**src/rtl/arm_countdown_ctrl.sv**
```systemverilog
// Countdown sequencer for the alarm arming/entry delays: loads a seconds value,
// decrements once per CLK_HZ cycles and flags expiry to the system FSM.
module arm_countdown_ctrl #(
  parameter int CLK_HZ  = 50_000_000,
  parameter int ARM_S   = 30,
  parameter int ENTRY_S = 15
) (
  input  logic       clk,
  input  logic       rst_n,
  input  logic       start_arm,
  input  logic       start_entry,
  input  logic       cancel,
  input  logic       hold,
  output logic [6:0] timer,
  output logic       running,
  output logic       expired,
  output logic       done,
  output logic       sec_tick
);

  localparam int            PW       = $clog2(CLK_HZ);
  localparam logic [PW-1:0] PMAX     = PW'(CLK_HZ - 1);
  localparam logic [6:0]    ARM_LD   = 7'(ARM_S);
  localparam logic [6:0]    ENTRY_LD = 7'(ENTRY_S);

  typedef enum logic [1:0] {
    S_IDLE,
    S_COUNT,
    S_EXPIRED
  } state_e;

  state_e        state_q;
  logic [PW-1:0] presc_q;
  logic [6:0]    timer_q;
  logic          running_q;
  logic          expired_q;
  logic          done_q;
  logic          tick_q;

  logic          start_d;
  logic [6:0]    load_d;
  logic          wrap_d;
  logic          tick_d;

  // start_arm wins when both requests arrive together
  assign start_d = start_arm | start_entry;
  assign load_d  = start_arm ? ARM_LD : ENTRY_LD;
  assign wrap_d  = (presc_q == PMAX) && !hold;
  assign tick_d  = wrap_d && (timer_q != 7'd0);

  always_ff @(posedge clk or negedge rst_n) begin
    if (!rst_n) begin
      state_q   <= S_IDLE;
      presc_q   <= '0;
      timer_q   <= 7'd0;
      running_q <= 1'b0;
      expired_q <= 1'b0;
      done_q    <= 1'b0;
      tick_q    <= 1'b0;
    end else if (cancel) begin
      state_q   <= S_IDLE;
      presc_q   <= '0;
      timer_q   <= 7'd0;
      running_q <= 1'b0;
      expired_q <= 1'b0;
      done_q    <= 1'b0;
      tick_q    <= 1'b0;
    end else begin
      expired_q <= 1'b0;
      tick_q    <= 1'b0;
      case (state_q)
        S_IDLE, S_EXPIRED: begin
          if (start_d) begin
            state_q   <= S_COUNT;
            presc_q   <= '0;
            timer_q   <= load_d;
            running_q <= 1'b1;
            done_q    <= 1'b0;
          end
        end
        S_COUNT: begin
          // hold freezes the prescaler too, so the partial second survives
          if (!hold) begin
            if (wrap_d) presc_q <= '0;
            else        presc_q <= presc_q + PW'(1);
          end
          if (tick_d) begin
            tick_q  <= 1'b1;
            timer_q <= timer_q - 7'd1;
            if (timer_q == 7'd1) begin
              state_q   <= S_EXPIRED;
              expired_q <= 1'b1;
              done_q    <= 1'b1;
              running_q <= 1'b0;
            end
          end
        end
        default: begin
          state_q   <= S_IDLE;
          presc_q   <= '0;
          timer_q   <= 7'd0;
          running_q <= 1'b0;
          done_q    <= 1'b0;
        end
      endcase
    end
  end

  assign timer    = timer_q;
  assign running  = running_q;
  assign expired  = expired_q;
  assign done     = done_q;
  assign sec_tick = tick_q;

endmodule

```
**config.mk**
```make
export PLATFORM = sky130hd
export DESIGN_NAME = arm_countdown_ctrl
export DESIGN_NICKNAME = d
export VERILOG_FILES = /design/src/rtl/arm_countdown_ctrl.sv
export SDC_FILE = /design/constraint.sdc
export NUM_CORES = 1
export LEC_CHECK = 0
export ABC_AREA = 1
export CORE_UTILIZATION = 53
export DETAILED_ROUTE_END_ITERATION = 7
export PLACE_DENSITY_LB_ADDON = 0.25
export SLEW_MARGIN = 10
export SYNTH_ARGS = -nofsm -noshare
export SYNTH_HDL_FRONTEND = slang
export SYNTH_SLANG_ARGS = --single-unit
export TNS_END_PERCENT = 50
```
**constraint.sdc**
```tcl
create_clock -name clk -period 1.55 [get_ports clk]
set_input_delay 0.31 -clock clk [delete_from_list [all_inputs] [get_ports clk]]
set_output_delay 0.31 -clock clk [all_outputs]
set_load 0.02 [all_outputs]
```
==> flow_summary.yaml, run 1 <==
yosys:
  syn_inst: 349
  synth.net_count: 359
  synth_top_family_by_area: "simple AND/OR/NAND/NOR gates"
  yosys.area_share.xor_xnor_pct: 2.79
  syn-cell-area_um2: 2510
  yosysMostFrequentCell: "nand2_1"
  synthMuxAreaShare_pct: 0
  ys_ff_latch: 38
  synth_area_per_cell_um2: 7.21
  synth_edf_count: 0
  yosysTopAreaCellShare_pct: 37.8
  synth_area_leaders: "dfrtp_1, nand2_1, nor2_1, inv_1, nand3_1"
  ys_types: 34
  synth_ff_type: "dfrtp_1"
  synth_common_cells: "nand2_1, nor2_1, inv_1"
  seq_area_frac_synth_pct: 37.8
  synth_fa_ha_area_share_pct: 1.99
  yosysWarningCount: 0
  yosysTopAreaCell: "dfrtp_1"
  synthSimpleGateAreaFrac_pct: 44.0
  async_flop_share_pct: 100
  synth_compound_gate_area_share_pct: 4.93
sta:
  drv_slew: 0
  worstMarginPinSlew_ns: 0.487
  relSlewSlack_pct: 67.6
  skew_ns: 0.00939
  fin_crit_ns: 1.64
  clock.fmax_mhz: 610
  worst_slack_ns: -0.0883
  grt_setup_unrepaired: "true"
  hold_viol: 0
  finalSetupViolCount: 21
  min_period_over_period_pct: 106
critical_path:
  critical_path.startpoint_type: "flop"
  critical_path_peak_fanout: 5
  crit_type: "flop to flop"
  critical_path.slowest_cell: "dfrtp_1"
  critPathTopFamily: "simple AND/OR/NAND/NOR gates"
  crit_chain: "nand2_1, nor2_1, nand4_1, nor2_2, inv_1, o21ai_1, nor2_1"
  critPathMaxStageDelay_ns: 0.44
  required_ns: 1.74
  path_buf_inv: 1
  cp_common_cell: "nor2_1"
  worstPathArrival_ns: 1.83
  end_kind: "flop"
hold_path:
  min_path_type: "input pin to async pin"
global_route:
  grt_pass1_wl_um: 11500
  grt-ovfl-total: 0
  grt_usage_pct: 29.9
  antenna_found_initial: 0
  first_global_vias: 2506
  grt_max_degree: 39
placement:
  port_buffers: 16
  dp_hpwl_um: 4810
  dpl_cell_area_um2: 3020
  gp_congestion: 0.936
finish:
  n_antenna_cell: 0
  fillers: 327
  fin_area_um2: 3330
  areaGrowthSynthToFinish_pct: 32.5
  layout-drive-gt1-share_pct: 26.7
  final_nets: 430
route:
  wl_met1_um: 3200
  highest_layer: "met4"
  detail_route.wl_per_cell_um: 15.3
  met3WireLength_um: 532
  wl_um: 7200
  via_count: 2646
  vias_per_cell: 5.61
  drt_iter0_drc: 268
  ant_nets: 0
  wl_met2_um: 3300
  drt-pass1-iter-count: 7
  drc_errors: 0
clock_network:
  clock-root-buffer: "clkbuf_8"
  cts_tree: "done"
  htree_levels: 2
  clock-sinks: 38
  worstSkewPairLatency_ns: 0.30
  clk_path_buf_depth: 2
  clkTransAtPathRegs_ns: 0.07
  holdBufCountCts: 0
  numCtsBuffers: 5
power_and_ir_drop:
  total_power_mw: 3.59
  p_per_area_nw_per_um2: 1080
  vdd_ir_drop_max_mv: 0.825
  p_leak_nw: 1.58
run_status:
  failed_checks: "negative setup slack"
  outcome: "complete, but fails checks"
floorplanning:
  start_util_pct: 56.6
  design.die.area_um2: 5020
  core_um2: 4440
  ios: 17
  die_w_um: 70.9
  fp.dieH_um: 70.9
  rows: 24
run:
  cap_violations: 0
## worst register-to-register path, stage by stage (launching register included)
cell and delay, ns:
dfrtp_1 0.44, nand2_1 0.16, nor2_1 0.26, nand4_1 0.19
nor2_2 0.22, inv_1 0.07, o21ai_1 0.13, nor2_1 0.06
## final timing paths
kind | startpoint | slack (ns) | endpoint | cells past startpoint
worst min-delay path | rst_n | 0.04 | timer[0] | 2
min in group clk | running | 0.48 | running | 2
worst min register to register | running | 0.48 | running | 2
worst max-delay path | presc_q[7] | -0.09 | presc_q[11] | 7
max in group asynchronous | rst_n | 1.13 | presc_q[24] | 2
worst max register to register | presc_q[7] | -0.09 | presc_q[11] | 7
## final cells by class
class | count | area (um^2) | area share [%]
Tap cell | 52 | 65.1 | 1.95
Clock buffer | 7 | 76.3 | 2.29
Sequential cell | 38 | 955 | 28.7
Timing Repair Buffer | 66 | 554 | 16.6
Multi-Input combinational cell | 262 | 1500 | 45.0
Inverter | 47 | 181 | 5.44
## through the flow
step                utilization [%]  setup TNS [ns]  setup slack, ns  hold WS, ns  cells
floorplan                         -               0           0.0144       0.0144    349
global placement               68.0          -10.08           -0.360        0.387    455
detailed placement             68.0          -11.10           -0.402        0.391    455
CTS                            70.7        -0.00557         -0.00392       0.0715    463
global route                   75.0           -3.06           -0.176        0.119    472
finish                         75.0          -0.611          -0.0883       0.0447    472
## per-layer routing
metal	GRT usage, %	vias to the layer above
li1	-	1268
met1	40.5	1216
met3	6.41	25
met2	45.7	137
met4	14.4	0
met5	0	-
## cells in the final DEF, fill, tap and decap left out, drive strengths merged, types with 2 or more instances in the layout
| cell | count |
|---|---|
| nand3 | 30 |
| o21ai | 8 |
| o211ai | 2 |
| a21oi | 8 |
| inv | 46 |
| dfrtp | 38 |
| xnor2 | 5 |
| ha | 4 |
| nor3 | 13 |
| nor2 | 68 |
| nand2 | 97 |
| or2 | 2 |
| clkbuf | 8 |
| nand4 | 18 |
| buf | 50 |
| xor2 | 3 |
| dlygate4sd2 | 10 |
| clkdlybuf4s50 | 4 |
## cells by family (layout without fill, tap and decap cells)
family	after synthesis	in the layout
buffers and inverters	50	120
AO/OA/AOI/OAI	20	20
flip-flops	38	38
XOR/XNOR	8	8
AND/OR/NAND/NOR	229	230
adder cells (fa/ha/maj)	4	4
## what timing repair did
action | CTS | global route
endpoints found under the setup margin | 35 | 35
pin swaps | 2 | 15
gates cloned | 1 | 1
gates resized for setup | 20 | 29
buffers inserted | 0 | 8
## where the power goes
group	total [mW]	internal, mW	switching (mW)
Sequential	1.22	1.11	0.115
Combinational	1.71	0.695	1.02
Clock	0.653	0.310	0.343
## sequential cells by signal (all words and copies together), names as in the netlist
register  flops
sec_tick      1
presc_q      26
running       1
state_q       2
timer         7
expired       1
Note: power is estimated with default switching activity, not from simulation.
==> run 2: changes to the inputs <==
--- a/config.mk
+++ b/config.mk
@@ -7,8 +7,10 @@
 export LEC_CHECK = 0
 export ABC_AREA = 1
 export CORE_UTILIZATION = 53
+export CTS_CLUSTER_SIZE = 14
 export DETAILED_ROUTE_END_ITERATION = 7
-export PLACE_DENSITY_LB_ADDON = 0.25
+export PLACE_DENSITY = 0.76
+export SKIP_LAST_GASP = 1
 export SLEW_MARGIN = 10
 export SYNTH_ARGS = -nofsm -noshare
 export SYNTH_HDL_FRONTEND = slang
==> flow_summary.yaml, run 2 (synthesized netlist as in run 1, its figures left out) <==
run_status:
  outcome: "complete, but fails checks"
  failed_checks: "design-rule violations, negative setup slack"
sta:
  fin_crit_ns: 1.68
  worst_slack_ns: -0.131
  grt_setup_unrepaired: "true"
  relSlewSlack_pct: 71.9
  drv_slew: 0
  worstMarginPinSlew_ns: 0.422
  hold_viol: 0
  skew_ns: 0.0148
  min_period_over_period_pct: 108
  finalSetupViolCount: 27
  clock.fmax_mhz: 595
run:
  cap_violations: 0
route:
  via_count: 2582
  drc_errors: 4
  vias_per_cell: 5.47
  ant_nets: 0
  detail_route.wl_per_cell_um: 14.5
  wl_um: 6850
  drt_iter0_drc: 261
  drt-pass1-iter-count: 8
global_route:
  grt_pass1_wl_um: 11400
  grt-ovfl-total: 0
  grt_max_degree: 23
  first_global_vias: 2463
  antenna_found_initial: 0
  grt_usage_pct: 28.9
placement:
  dp_slack_ns: -0.384
  port_buffers: 16
  dp_hpwl_um: 4950
  gp_congestion: 0.929
  placed_cells: 458
finish:
  largest_reg_flops: 26
  final_cells: 472
  fillers: 316
  layout-drive-gt1-share_pct: 27.6
  final_cell_mix: "nand2_1, nor2_1, buf_4"
  regMostFlops: "presc_q"
  n_antenna_cell: 0
  areaGrowthSynthToFinish_pct: 33.0
  final_nets: 429
  final_common_cell: "nand2_1"
critical_path:
  critical_path.slowest_cell: "dfrtp_1"
  critPathMaxStageDelay_ns: 0.40
  worstPathArrival_ns: 1.86
  path_buf_inv: 1
  end_kind: "flop"
  critPathTopFamily: "simple AND/OR/NAND/NOR gates"
  required_ns: 1.73
  critical_path_peak_fanout: 13
  crit_type: "flop to flop"
  critical_path.startpoint_type: "flop"
  crit_chain: "ha_4, nand3_4, inv_1, nand2_1, nor2_2, nand2_2, nand2_4, nand2_8, o21ai_0, nor2_1"
clock_network:
  numCtsBuffers: 5
  clk_path_buf_depth: 2
  worstSkewPairLatency_ns: 0.30
  clock-sinks: 38
  cts_tree: "done"
  htree_levels: 2
  clock-root-buffer: "clkbuf_8"
  clkTransAtPathRegs_ns: 0.09
floorplanning:
  fp.dieH_um: 70.9
  core_um2: 4440
  design.die.area_um2: 5020
  ios: 17
  start_util_pct: 56.6
  rows: 24
  die_w_um: 70.9
power_and_ir_drop:
  sequentialPowerShare_pct: 34.4
  intPower_mw: 2.10
  p_comb_share_pct: 45.1
  p_leak_nw: 1.59
  swShare_pct: 40.8
  netSwitchingPower_mw: 1.44
  pwr-share-clk_pct: 20.5
  vdd_ir_drop_max_mv: 0.643
  p_per_area_nw_per_um2: 1060
hold_path:
  min_path_type: "input pin to async pin"
## run 2: cell types whose count changed in the layout (fill, tap and decap cells not counted), moves of 3 or more
cell | previous run | this run
nor2_2 | 10 | 14
nand2_2 | 6 | 11
nor2_1 | 50 | 47
nand2_1 | 85 | 79
## run 2: area by class of cell
class	instances	area, um^2	share of cell area [%]
Tap cell	52	65.1	1.94
Sequential cell	38	952	28.5
Clock buffer	7	86.3	2.58
Timing Repair Buffer	66	554	16.6
Clock inverter	1	5.00	0.150
Inverter	47	179	5.35
Multi-Input combinational cell	261	1500	45.0
## run 2: per-stage QoR
stage	power, mW	utilization [%]	TNS (ns)	area (um^2)	hold slack [ns]
global placement	2.70	68.8	-9.87	3060	0.264
finish	3.54	75.3	-0.912	3350	0.477
detailed placement	2.74	68.8	-10.84	3060	0.268
global route	3.75	75.3	-3.68	3350	0.517
floorplan	2.13	-	0	2510	0.0144
CTS	3.43	72.9	-0.284	3240	0.483
## run 2: final timing paths
check | start | to | slack [ns] | depth (start not counted)
max | presc_q[0] | presc_q[8] | -0.13 | 10
min reg2reg | running | running | 0.50 | 2
max reg2reg | presc_q[0] | presc_q[8] | -0.13 | 10
max in group asynchronous | rst_n | presc_q[24] | 0.60 | 3
min in group clk | hold | presc_q[1] | 0.48 | 6
min | rst_n | presc_q[7] | 0.48 | 2
## run 2: worst register-to-register path: cells and delay by family (launching register included)
kind	cells	cell delay (ns)
simple gates	7	0.76
flops	1	0.40
compound gates	1	0.15
fa+ha+maj	1	0.17
buf+inv	1	0.11
## run 2: what timing repair did
action	in CTS	in global routing
resized for setup	22	29
endpoints found under the setup margin	42	37
hold buffers	1	0
setup buffers	3	2
hold endpoints to repair	16	0
pin swaps	8	11
## run 2: per-layer routing
metal  global-route usage [%]  vias to the layer above  share of wire (%)
li1                         -                     1260                  -
met1                     41.8                     1209                 46
met2                     44.4                       99                 46
met3                     4.99                       14                6.2
met4                     9.33                        0                2.0
met5                        0                        -                  0
## run 2: power by group through the flow
stage          registers (mW)  logic (mW)  clock network, mW
3_3_place_gp             1.22        1.48                  0
6_report                 1.22        1.60              0.724
5_1_grt                  1.24        1.75              0.764
4_1_cts                  1.21        1.49              0.728
2_1_floorplan            1.35       0.781                  0
3_5_place_dp             1.23        1.51                  0
